`src/rtl/multiband_playback.sv`:
```
// Multi-band sample player: each enable strobe runs one frame reading one ROM sample per channel.
// Build option MULTIBAND_MIX_EN adds a saturated per-frame sum on mix_out_o / mix_valid_o.
module multiband_playback_ch #(
  parameter int DEPTH = 8,
  parameter int PW    = 3
) (
  input  logic          clk,
  input  logic          rst,
  input  logic          frame_start_i,
  input  logic          start_i,
  input  logic          stop_i,
  input  logic          issue_i,
  input  logic          loop_mode_i,
  output logic [PW-1:0] ptr_o,
  output logic          active_o,
  output logic          done_o
);
  logic [PW-1:0] ptr_q, ptr_d;
  logic          act_q, act_d, done_q, done_d;

  always_comb begin
    ptr_d  = ptr_q;
    act_d  = act_q;
    done_d = 1'b0;
    if (frame_start_i) begin
      if (start_i) begin
        ptr_d = '0;
        act_d = 1'b1;
      end else if (stop_i) begin
        ptr_d = '0;
        act_d = 1'b0;
      end
    end else if (issue_i && act_q) begin
      if (ptr_q == PW'(DEPTH-1)) begin
        ptr_d = '0;
        if (!loop_mode_i) begin
          act_d  = 1'b0;
          done_d = 1'b1;
        end
      end else begin
        ptr_d = ptr_q + 1'b1;
      end
    end
  end

  always_ff @(posedge clk or posedge rst)
    if (rst) begin
      ptr_q  <= '0;
      act_q  <= 1'b0;
      done_q <= 1'b0;
    end else begin
      ptr_q  <= ptr_d;
      act_q  <= act_d;
      done_q <= done_d;
    end

  assign ptr_o    = ptr_q;
  assign active_o = act_q;
  assign done_o   = done_q;
endmodule

module multiband_playback #(
  parameter int NUM_CH   = 16,
  parameter int DEPTH    = 4036,
  parameter int DATA_W   = 16,
  parameter int READ_LAT = 1,
  parameter int AW       = $clog2(NUM_CH*DEPTH),
  parameter int CW       = (NUM_CH > 1) ? $clog2(NUM_CH) : 1
) (
  input  logic              clk,
  input  logic              rst,
  input  logic              enable_i,
  input  logic [NUM_CH-1:0] start_i,
  input  logic [NUM_CH-1:0] stop_i,
  input  logic [NUM_CH-1:0] loop_mode_i,
  output logic [AW-1:0]     mem_addr_o,
  input  logic [DATA_W-1:0] mem_data_i,
  output logic [DATA_W-1:0] sample_out_o,
  output logic [CW-1:0]     sample_ch_o,
  output logic              sample_valid_o,
  output logic [NUM_CH-1:0] active_o,
  output logic [NUM_CH-1:0] done_o,
  output logic              overrun_o,
  output logic [DATA_W-1:0] mix_out_o,
  output logic              mix_valid_o
);
  localparam int PW = (DEPTH > 1) ? $clog2(DEPTH) : 1;
  localparam int DW = (READ_LAT > 1) ? $clog2(READ_LAT) : 1;

  typedef enum logic [1:0] {IDLE, ISSUE, DRAIN} state_e;
  state_e state_q, state_d;

  logic [CW-1:0]              cnt_q, cnt_d;
  logic [DW-1:0]              dcnt_q, dcnt_d;
  logic [NUM_CH-1:0]          pend_start_q, pend_start_d, pend_stop_q, pend_stop_d;
  logic [NUM_CH-1:0]          eff_start, eff_stop, active_w;
  logic [NUM_CH-1:0][PW-1:0]  ptr_w;
  logic                       frame_start, issue, overrun_q;
  logic [AW-1:0]              mem_addr_q;
  logic [READ_LAT:0]          vld_pipe_q, act_pipe_q;
  logic [READ_LAT:0][CW-1:0]  ch_pipe_q;
  logic signed [DATA_W-1:0]   samp_d, sample_out_q;
  logic [CW-1:0]              sample_ch_q;
  logic                       sample_valid_q;

  // Requests landing on the frame-start cycle itself take effect in that frame.
  assign eff_start    = pend_start_q | start_i;
  assign eff_stop     = pend_stop_q | stop_i;
  assign pend_start_d = frame_start ? '0 : eff_start;
  assign pend_stop_d  = frame_start ? '0 : eff_stop;

  always_comb begin
    state_d     = state_q;
    cnt_d       = cnt_q;
    dcnt_d      = dcnt_q;
    frame_start = 1'b0;
    issue       = 1'b0;
    case (state_q)
      IDLE: if (enable_i) begin
        frame_start = 1'b1;
        cnt_d       = '0;
        state_d     = ISSUE;
      end
      ISSUE: begin
        issue = 1'b1;
        cnt_d = cnt_q + 1'b1;
        if (cnt_q == CW'(NUM_CH-1)) begin
          cnt_d   = '0;
          dcnt_d  = '0;
          state_d = DRAIN;
        end
      end
      DRAIN: begin
        dcnt_d = dcnt_q + 1'b1;
        if (dcnt_q == DW'(READ_LAT-1)) state_d = IDLE;
      end
      default: state_d = IDLE;
    endcase
  end

  for (genvar g = 0; g < NUM_CH; g++) begin : g_ch
    multiband_playback_ch #(.DEPTH(DEPTH), .PW(PW)) u_ch (
      .clk          (clk),
      .rst          (rst),
      .frame_start_i(frame_start),
      .start_i      (eff_start[g]),
      .stop_i       (eff_stop[g]),
      .issue_i      (issue && (cnt_q == CW'(g))),
      .loop_mode_i  (loop_mode_i[g]),
      .ptr_o        (ptr_w[g]),
      .active_o     (active_w[g]),
      .done_o       (done_o[g])
    );
  end

  // Tag carries the channel's pre-advance active flag so the final one-shot sample still plays.
  assign samp_d = act_pipe_q[READ_LAT] ? mem_data_i : '0;

  always_ff @(posedge clk or posedge rst)
    if (rst) begin
      state_q        <= IDLE;
      cnt_q          <= '0;
      dcnt_q         <= '0;
      pend_start_q   <= '0;
      pend_stop_q    <= '0;
      overrun_q      <= 1'b0;
      mem_addr_q     <= '0;
      vld_pipe_q     <= '0;
      act_pipe_q     <= '0;
      ch_pipe_q      <= '0;
      sample_out_q   <= '0;
      sample_ch_q    <= '0;
      sample_valid_q <= 1'b0;
    end else begin
      state_q      <= state_d;
      cnt_q        <= cnt_d;
      dcnt_q       <= dcnt_d;
      pend_start_q <= pend_start_d;
      pend_stop_q  <= pend_stop_d;
      overrun_q    <= overrun_q | (enable_i && state_q != IDLE);
      if (issue) mem_addr_q <= AW'(cnt_q) * AW'(DEPTH) + AW'(ptr_w[cnt_q]);
      vld_pipe_q   <= {vld_pipe_q[READ_LAT-1:0], issue};
      act_pipe_q   <= {act_pipe_q[READ_LAT-1:0], active_w[cnt_q]};
      ch_pipe_q    <= {ch_pipe_q[READ_LAT-1:0], cnt_q};
      sample_valid_q <= vld_pipe_q[READ_LAT];
      if (vld_pipe_q[READ_LAT]) begin
        sample_out_q <= samp_d;
        sample_ch_q  <= ch_pipe_q[READ_LAT];
      end
    end

  assign mem_addr_o     = mem_addr_q;
  assign sample_out_o   = sample_out_q;
  assign sample_ch_o    = sample_ch_q;
  assign sample_valid_o = sample_valid_q;
  assign active_o       = active_w;
  assign overrun_o      = overrun_q;

`ifdef MULTIBAND_MIX_EN
  localparam int ACC_W = DATA_W + CW;
  localparam logic signed [ACC_W-1:0] SMAX = {{(CW+1){1'b0}}, {(DATA_W-1){1'b1}}};
  localparam logic signed [ACC_W-1:0] SMIN = {{(CW+1){1'b1}}, {(DATA_W-1){1'b0}}};
  logic signed [ACC_W-1:0] acc_q, acc_d;
  logic [DATA_W-1:0]       mix_q, mix_d;
  logic                    mixv_d, mixv_q;

  always_comb begin
    acc_d = acc_q;
    if (frame_start) acc_d = '0;
    else if (vld_pipe_q[READ_LAT]) acc_d = acc_q + ACC_W'(samp_d);
    mixv_d = sample_valid_q && (sample_ch_q == CW'(NUM_CH-1));
    mix_d  = mix_q;
    if (mixv_d) begin
      if (acc_q > SMAX)      mix_d = SMAX[DATA_W-1:0];
      else if (acc_q < SMIN) mix_d = SMIN[DATA_W-1:0];
      else                   mix_d = acc_q[DATA_W-1:0];
    end
  end

  always_ff @(posedge clk or posedge rst)
    if (rst) begin
      acc_q  <= '0;
      mix_q  <= '0;
      mixv_q <= 1'b0;
    end else begin
      acc_q  <= acc_d;
      mix_q  <= mix_d;
      mixv_q <= mixv_d;
    end

  assign mix_out_o   = mix_q;
  assign mix_valid_o = mixv_q;
`else
  assign mix_out_o   = '0;
  assign mix_valid_o = 1'b0;
`endif
endmodule

```
`config.mk`:
```
export PLATFORM = sky130hd
export DESIGN_NAME = multiband_playback
export DESIGN_NICKNAME = d
export VERILOG_FILES = /design/src/rtl/multiband_playback.sv
export SDC_FILE = /design/constraint.sdc
export NUM_CORES = 1
export LEC_CHECK = 0
export BUFFER_PORTS_ARGS = -buffer_cell sky130_fd_sc_hd__buf_4
export CAP_MARGIN = 20
export CORE_ASPECT_RATIO = 1.25
export CORE_MARGIN = 4
export CORE_UTILIZATION = 37
export CTS_BUF_LIST = sky130_fd_sc_hd__clkbuf_8
export DETAILED_ROUTE_END_ITERATION = 6
export GPL_TIMING_DRIVEN = 1
export SYNTH_ARGS = -nofsm -noshare
export SYNTH_HDL_FRONTEND = slang
export SYNTH_HIERARCHICAL = 1
export SYNTH_SLANG_ARGS = --single-unit
export TNS_END_PERCENT = 30
```
`constraint.sdc`:
```
create_clock -name clk -period 4.8 [get_ports clk]
set_input_delay 0.48 -clock clk [delete_from_list [all_inputs] [get_ports clk]]
set_output_delay 0.48 -clock clk [all_outputs]
set_load 0.01 [all_outputs]
```
# [Word-level counts from Yosys, hierarchy flattened]
# Cells that the tools add are included.
# W data, S select, Z words.
[op_classes] n_addsub=19 mul=1 order_cmp=1 n_eq_ne=68 mux=259 bitwise_logic=3 n_reduce_logical=105
[ops] op="$mux W12" count=81
[ops] op="$add A12 B1 Y12 const B" count=16
[ops] op="$eq A12 B12 Y1 const B" count=16
[ops] op="$mux W1" count=165
[ops] op="$reduce_bool A2 Y1" count=35
[ops] op="$reduce_and A4 Y1" count=16
[ops] op="$bmux W12 S4" count=1
[ops] op="$mux W16" count=3
[ops] op="$ne A3 B3 Y1 const B" count=16
[ops] op="$reduce_and A2 Y1" count=18
[ops] op="$logic_and A1 B1 Y1" count=33
[ops] op="$eq A4 B4 Y1 const B" count=8
[ops] op="$ne A2 B1 Y1 const B" count=16
[ops] op="$or A16 B16 Y16" count=2
[ops] op="$add A16 B12 Y16" count=1
[ops] op="$eq A4 B3 Y1 const B" count=4
[ops] op="$mul A4 B10 Y14 const B" count=1
[ops] op="$eq A4 B2 Y1 const B" count=2
[ops] op="$mux W4" count=2
[ops] op="$pmux W4 S2" count=1
[ops] op="$mux W2" count=3
[ops] op="$ne A2 B2 Y1 const B" count=3
[ops] op="$pmux W2 S3" count=1
[ops] op="$lt A4 B5 Y1 const B" count=1
[ops] op="other kinds (11)" count=11
[totals] reg_bits=313 output_inout_bits=87 wordCells=518

# [Depth between registers and ports, before layout]
[depth] ltp_word=6 depth_mapped=14 depth_no_buf=13

# [Modules after synthesis]
# The synthesis kept the hierarchy.
[modules_own_cells] module="multiband_playback_ch" instances=16 cells_per_inst=80 area_each_um2=794.5 seq_area_each_um2=350.3
[modules_own_cells] module="multiband_playback" instances=1 cells_per_inst=536 area_each_um2=6182.2 seq_area_each_um2=2227.1

# [Least setup slack after synthesis]
# Ideal clock, no wire load.
[synth_path] path_type="reg2reg" startpoint="register cnt_q[2]" endpoint="register mem_addr_q[15], in the netlist mem_addr_o[15]" setup_time_ns=0.130 arrival_ns=3.469 required_ns=4.670 setup_slack_ns=1.200 path_stages_with_launch=13 n_path_buf=0 period_less_slack_ns=3.600 cell_sequence="dfrtp_1 -> fa_1 -> fa_1 -> inv_1 -> fa_1 -> xnor2_1 -> ha_1 -> a21o_1 -> a41oi_1 -> nor2b_1 -> o2111ai_2 -> xnor2_1 -> o21ai_1"
[synth_via] elab_chain_len=3
[synth_lines] item="from (decl)" line_no="93" source="logic [CW-1:0] cnt_q, cnt_d;"
[synth_lines] item="from (signal assigned)" line_no="176" source="cnt_q <= cnt_d;"
[synth_lines] item="branches (longest 2 deep; another with $mul A4 B10 Y14)"
[synth_lines] item="$add A16 B12 Y16 (*)" line_no="181" source="if (issue) mem_addr_q <= AW'(cnt_q) * AW'(DEPTH) + AW'(ptr_w[cnt_q]);"
[synth_lines] item="to (signal assigned)" line_no="181"
[synth_lines] item="to (decl)" line_no="99" source="logic [AW-1:0] mem_addr_q;"
# Mark *: on every way between the ends. The select of a mux whose other input is x is not followed.
# A chain may end at the register's enable or synchronous reset.

# [Worst setup path in the final report]
[layout_path] startpoint="register cnt_q[0]" endpoint="register mem_addr_q[12], in the netlist mem_addr_o[12]"
# Same word-level chain as after synthesis.

==> results.md <==
Final layout:
- The count of cells in the finished layout, fillers not included, comes to about 2.7k.
- Of the cells placed in the final design, the portion with a size suffix greater than 1 is between 20% and 30%.
- The final-stage net count is 2074.
- The fraction of the core area covered by cells at the end of the flow is 42.7%.
- The area growth from synthesis to layout is 14.2%.

Outcome:
- The run finished with clean final reports.

Clock tree:
- The H-tree was split into 2 levels.
- For the worst-skew pair, the clock arrives at the later sink with an insertion delay of 0.64 ns.
- The maximum number of buffers from clock root to sink is 3.
- The CTS clock-pin slew for the worst setup and hold paths is 0.06 ns.
- The tree is rooted in a sky130_fd_sc_hd__clkbuf_8.
- Clock tree synthesis inserted a total of 54 buffers.
- Clock tree synthesis found a total of between 300 and 400 sinks.
- TritonCTS built the clock tree.
- After clock tree synthesis, the repair step resized 0 gates.

Die:
- The die covers 0.0548 sq mm.
- The starting density of the core is a little under two fifths.
- The number of primary I/O pins is about 150.
- The total area inside the core boundary comes to 0.0505 sq mm.
- The number of placement rows is approximately 90.
- The die width is 210 microns.
- The die outline height is 261 microns.

Place:
- Routability-driven placement finished with a final weighted congestion of ~0.92.
- The detailed-placement wirelength estimate is 39300 microns.
- The number of port buffers is ~140.
- In this run, placement finished with an instance count of between 2k and 3k.

Job:
- The total of max-cap violations is 0.

Synthesis:
- The register bit count reported by yosys is 313.
- In the synthesized netlist the dominant register cell turns out to be sky130_fd_sc_hd__dfrtp_1.
- The average cell area after synthesis is 10.4 sq um.
- The Yosys step of the flow raised 6 warnings.
- Yosys mapped a number of flops with a built-in enable equal to 0.
- The number of distinct standard cells referenced by the synthesized netlist is 62.
- The fraction of registers with async set or reset after synthesis is 100%.
- The sequential cell area fraction in the yosys report is 41.5%.
- The instance count of the mapped netlist is 1816.
- After synthesis the cells add up to approximately 0.019 sq mm.

Routing:
- The number of nets with antenna violations after routing is 0.
- For this run, design rule violations remaining after detail routing come to 0.
- In the routed layout, each cell is associated on average with a via count of 5.63.
- The length of the first detailed-routing pass in iterations is 5.
- The post-detailed-routing wire length is 53400 microns.
- In the final routed layout, each cell accounts on average for 20.1 microns.
- The detailed router placed between 10k and 15k vias in this run.
- The first routing iteration left 1082 violations.

Critical path:
- The depth of the worst register-to-register path is 13.
- The family with the most delay on the worst path is multiplexers.
- The worst-path cell with the longest stage delay is sky130_fd_sc_hd__dfrtp_4.
- The data arrival at the endpoint of the critical path is 4.48 ns.
- Together, buffers and inverters on the worst path number 2.
- The critical path runs through a total of 13 cells.
- The critical path class is reg -> reg.
- The largest incremental delay on the critical path is 0.76 ns.
- The data required time at the worst endpoint is approximately 5.3 ns.
- The worst register-to-register path begins at cnt_q[0]$_DFFE_PP0P_.
- The worst register-to-register path has a setup slack of 0.82 ns.
- The maximum fanout encountered on the critical timing path is 30.
- The critical path capture point type is a register.
- The worst setup path is launched from a register.
- The critical path goes through buf_4, mux4_2, mux4_2, ha_1, inv_1, fa_1, nor2b_1, o21ai_1, a21oi_1, o31ai_1, a21oi_1, xnor2_1, o21ai_1.
- In this run the critical register-to-register path is captured at mem_addr_o[12]$_DFFE_PP0P_.

Power:
- The net switching fraction of the power is about two fifths.
- The clock network accounts for 20.8% of the total power.
- The power per unit of standard cell area is 543 mW/mm^2.
- The cell internal power dissipation is 6.87 mW.
- The combinational share of power is 44.1%.
- The leakage power summed over all cells is 8.64 nW.
- The part of the power in registers is 35.1%.
- The net switching power figure is 4.85 mW.
- The peak supply drop is between 300 and 400 uV.

Hold path:
- The worst hold path class is in -> async.

Global routing:
- The remaining global-route overflow is 0.
- Entering global routing, the biggest net connects 60 pins.
- In the global route stage, overall resource usage came out at 19.3%.
- The first global-routing pass estimated 84800 microns of wire.
- The number of global-route vias before repair is ~15k.
- The initial antenna violation count is 1.

STA:
- Between clock sinks in the finished design, the worst skew comes to about 0.025 ns.
- The count of pins over their slew limit is 0.
- The final critical delay including setup and external delays is 3.98 ns.
- Setup violations remaining at the end of the flow were counted as 0.
- The count of endpoints failing hold in the final timing report is 0.
- In this run the tightest slew margin relative to its limit is 36.1%.
- Setup repair after global routing left no endpoint under its margin.
- The highest clock frequency the design can meet is about 0.25 GHz.
- The sum of negative setup slack is 0 ns.
- Dividing the final minimum period by the clock period gives 83.0%.
- The transition time at the pin with the least slew margin is 0.959 ns.
==> per-stage QoR <==
step	setup slack (ns)	hold slack, ns	area [sq um]	power, mW
floorplan	1.20	0.331	19000	7.87
CTS	0.769	0.0488	21600	11.8
global placement	0.921	0.337	20300	9.15
detailed placement	0.787	0.336	20300	9.27
global route	0.515	0.0843	21600	12.5
finish	0.815	0.0822	21600	11.7
==> cells in the mapped netlist, types with 3 or more instances <==
cell / number / area [sq um]
sky130_fd_sc_hd__a211o_1: 17 / 149
sky130_fd_sc_hd__nand2b_1: 6 / 37.5
sky130_fd_sc_hd__mux2_2: 4 / 45.0
sky130_fd_sc_hd__nor3_1: 17 / 85.1
sky130_fd_sc_hd__a211oi_2: 17 / 213
sky130_fd_sc_hd__buf_4: 35 / 263
sky130_fd_sc_hd__xor2_1: 6 / 52.6
sky130_fd_sc_hd__or3_1: 32 / 200
sky130_fd_sc_hd__buf_2: 36 / 180
sky130_fd_sc_hd__nor2_1: 170 / 638
sky130_fd_sc_hd__a211oi_1: 18 / 135
sky130_fd_sc_hd__xnor2_1: 122 / 1070
sky130_fd_sc_hd__a2111oi_2: 32 / 480
sky130_fd_sc_hd__mux2i_1: 32 / 320
sky130_fd_sc_hd__fa_1: 7 / 140
sky130_fd_sc_hd__ha_1: 44 / 551
sky130_fd_sc_hd__a21oi_1: 90 / 450
sky130_fd_sc_hd__a22o_1: 16 / 140
sky130_fd_sc_hd__nor2b_1: 3 / 18.8
sky130_fd_sc_hd__o21ai_1: 9 / 45.0
sky130_fd_sc_hd__dfrtp_1: 313 / 7830
sky130_fd_sc_hd__nor4b_2: 16 / 240
sky130_fd_sc_hd__clkbuf_1: 20 / 75.1
sky130_fd_sc_hd__a21oi_4: 16 / 260
sky130_fd_sc_hd__mux4_2: 65 / 1460
sky130_fd_sc_hd__a21boi_0: 16 / 120
sky130_fd_sc_hd__a22oi_1: 16 / 120
sky130_fd_sc_hd__o21ai_0: 65 / 325
sky130_fd_sc_hd__nand3_1: 115 / 576
sky130_fd_sc_hd__and4_1: 17 / 149
sky130_fd_sc_hd__and2_1: 65 / 407
sky130_fd_sc_hd__o211ai_1: 19 / 143
sky130_fd_sc_hd__or2_2: 33 / 206
sky130_fd_sc_hd__buf_6: 3 / 33.8
sky130_fd_sc_hd__nand4_1: 66 / 413
sky130_fd_sc_hd__nor4_1: 16 / 100
sky130_fd_sc_hd__inv_1: 100 / 375
sky130_fd_sc_hd__and3_1: 16 / 100
sky130_fd_sc_hd__o21ai_2: 16 / 140
sky130_fd_sc_hd__nand3b_1: 18 / 135
sky130_fd_sc_hd__nand2_1: 68 / 255
==> cell usage in the layout, fill, tap and decap left out, types with 18 or more instances in the layout <==
cell type	n
sky130_fd_sc_hd__dfrtp_1	311
sky130_fd_sc_hd__o211ai_1	19
sky130_fd_sc_hd__a2111oi_2	32
sky130_fd_sc_hd__inv_1	115
sky130_fd_sc_hd__o21ai_0	65
sky130_fd_sc_hd__nand3b_1	18
sky130_fd_sc_hd__nand4_1	66
sky130_fd_sc_hd__mux4_2	65
sky130_fd_sc_hd__buf_4	147
sky130_fd_sc_hd__or2_2	33
sky130_fd_sc_hd__nand2_1	68
sky130_fd_sc_hd__clkbuf_8	64
sky130_fd_sc_hd__a21oi_1	90
sky130_fd_sc_hd__or3_1	32
sky130_fd_sc_hd__nand3_1	115
sky130_fd_sc_hd__nor2_1	170
sky130_fd_sc_hd__mux2i_1	32
sky130_fd_sc_hd__xnor2_1	122
sky130_fd_sc_hd__ha_1	44
sky130_fd_sc_hd__a211oi_1	18
sky130_fd_sc_hd__and2_1	65
==> flip-flops by register name, indices dropped and copies added, names as in the netlist <==
name and count:
sample_ch_o 4, dcnt_q 1, g_ch.u_ch/ptr_o 192, pend_stop_q 16, vld_pipe_q 2, ch_pipe_q 8, g_ch.u_ch/done_o 16, pend_start_q 16
sample_out_o 16, g_ch.u_ch/active_o 16, act_pipe_q 2, sample_valid_o 1, cnt_q 4, mem_addr_o 16, state_q 2, overrun_o 1
==> power groups by stage <==
stage | Clock, mW | Sequential, mW | Combinational, mW
detailed placement | 0 | 4.14 | 5.13
finish | 2.44 | 4.11 | 5.17
global placement | 0 | 4.12 | 5.03
floorplan | 0 | 3.75 | 4.12
global route | 2.63 | 4.20 | 5.71
CTS | 2.53 | 4.09 | 5.17
==> logic make-up (layout without fill, tap and decap cells) <==
group / Yosys count / count (layout) / share of synthesized area [%]
AND/OR/NAND/NOR: 668 / 668 / 19.5
AO/OA/AOI/OAI: 356 / 356 / 14.8
flip-flops: 313 / 313 / 41.5
buffers and inverters: 198 / 362 / 4.99
XOR/XNOR: 128 / 128 / 5.93
multiplexers: 101 / 101 / 9.68
adder cells (fa/ha/maj): 51 / 51 / 3.66
other: 1 / 18 / 0.0198
==> cell type report <==
type	count	area, sq um
Inverter	102	385
Timing Repair Buffer	164	1280
Sequential cell	313	7840
Clock buffer	64	881
Multi-Input combinational cell	1321	10200
Tap cell	658	823
Antenna cell	1	2.50
Clock inverter	32	191
Fill cell	4820	28900
==> metal layers <==
metal  global-route usage, %  share of wire (%)  vias up
met3                    3.15                6.3      113
met1                    25.8                 43     7406
met5                       0                  0        -
met2                    31.6                 47      539
li1                        -                  -     6877
met4                    7.51                4.0        0
==> what timing repair did <==
action | CTS | global route
setup endpoints to repair | 0 | 0
hold buffers | 16 | 0
hold endpoints to repair | 16 | 0
setup buffers | 0 | 0
==> worst max-delay path by stage <==
stage | end | slack (ns) | from
global placement | mem_addr_o[12]$_DFFE_PP0P_ | 0.92 | cnt_q[0]$_DFFE_PP0P_
floorplan | mem_addr_o[15]$_DFFE_PP0P_ | 1.20 | cnt_q[2]$_DFFE_PP0P_
global route | mem_addr_o[12]$_DFFE_PP0P_ | 0.52 | cnt_q[0]$_DFFE_PP0P_
CTS | mem_addr_o[12]$_DFFE_PP0P_ | 0.77 | cnt_q[0]$_DFFE_PP0P_
finish | mem_addr_o[12]$_DFFE_PP0P_ | 0.82 | cnt_q[0]$_DFFE_PP0P_
detailed placement | mem_addr_o[12]$_DFFE_PP0P_ | 0.79 | cnt_q[0]$_DFFE_PP0P_
(Power assumes the default switching activity.)
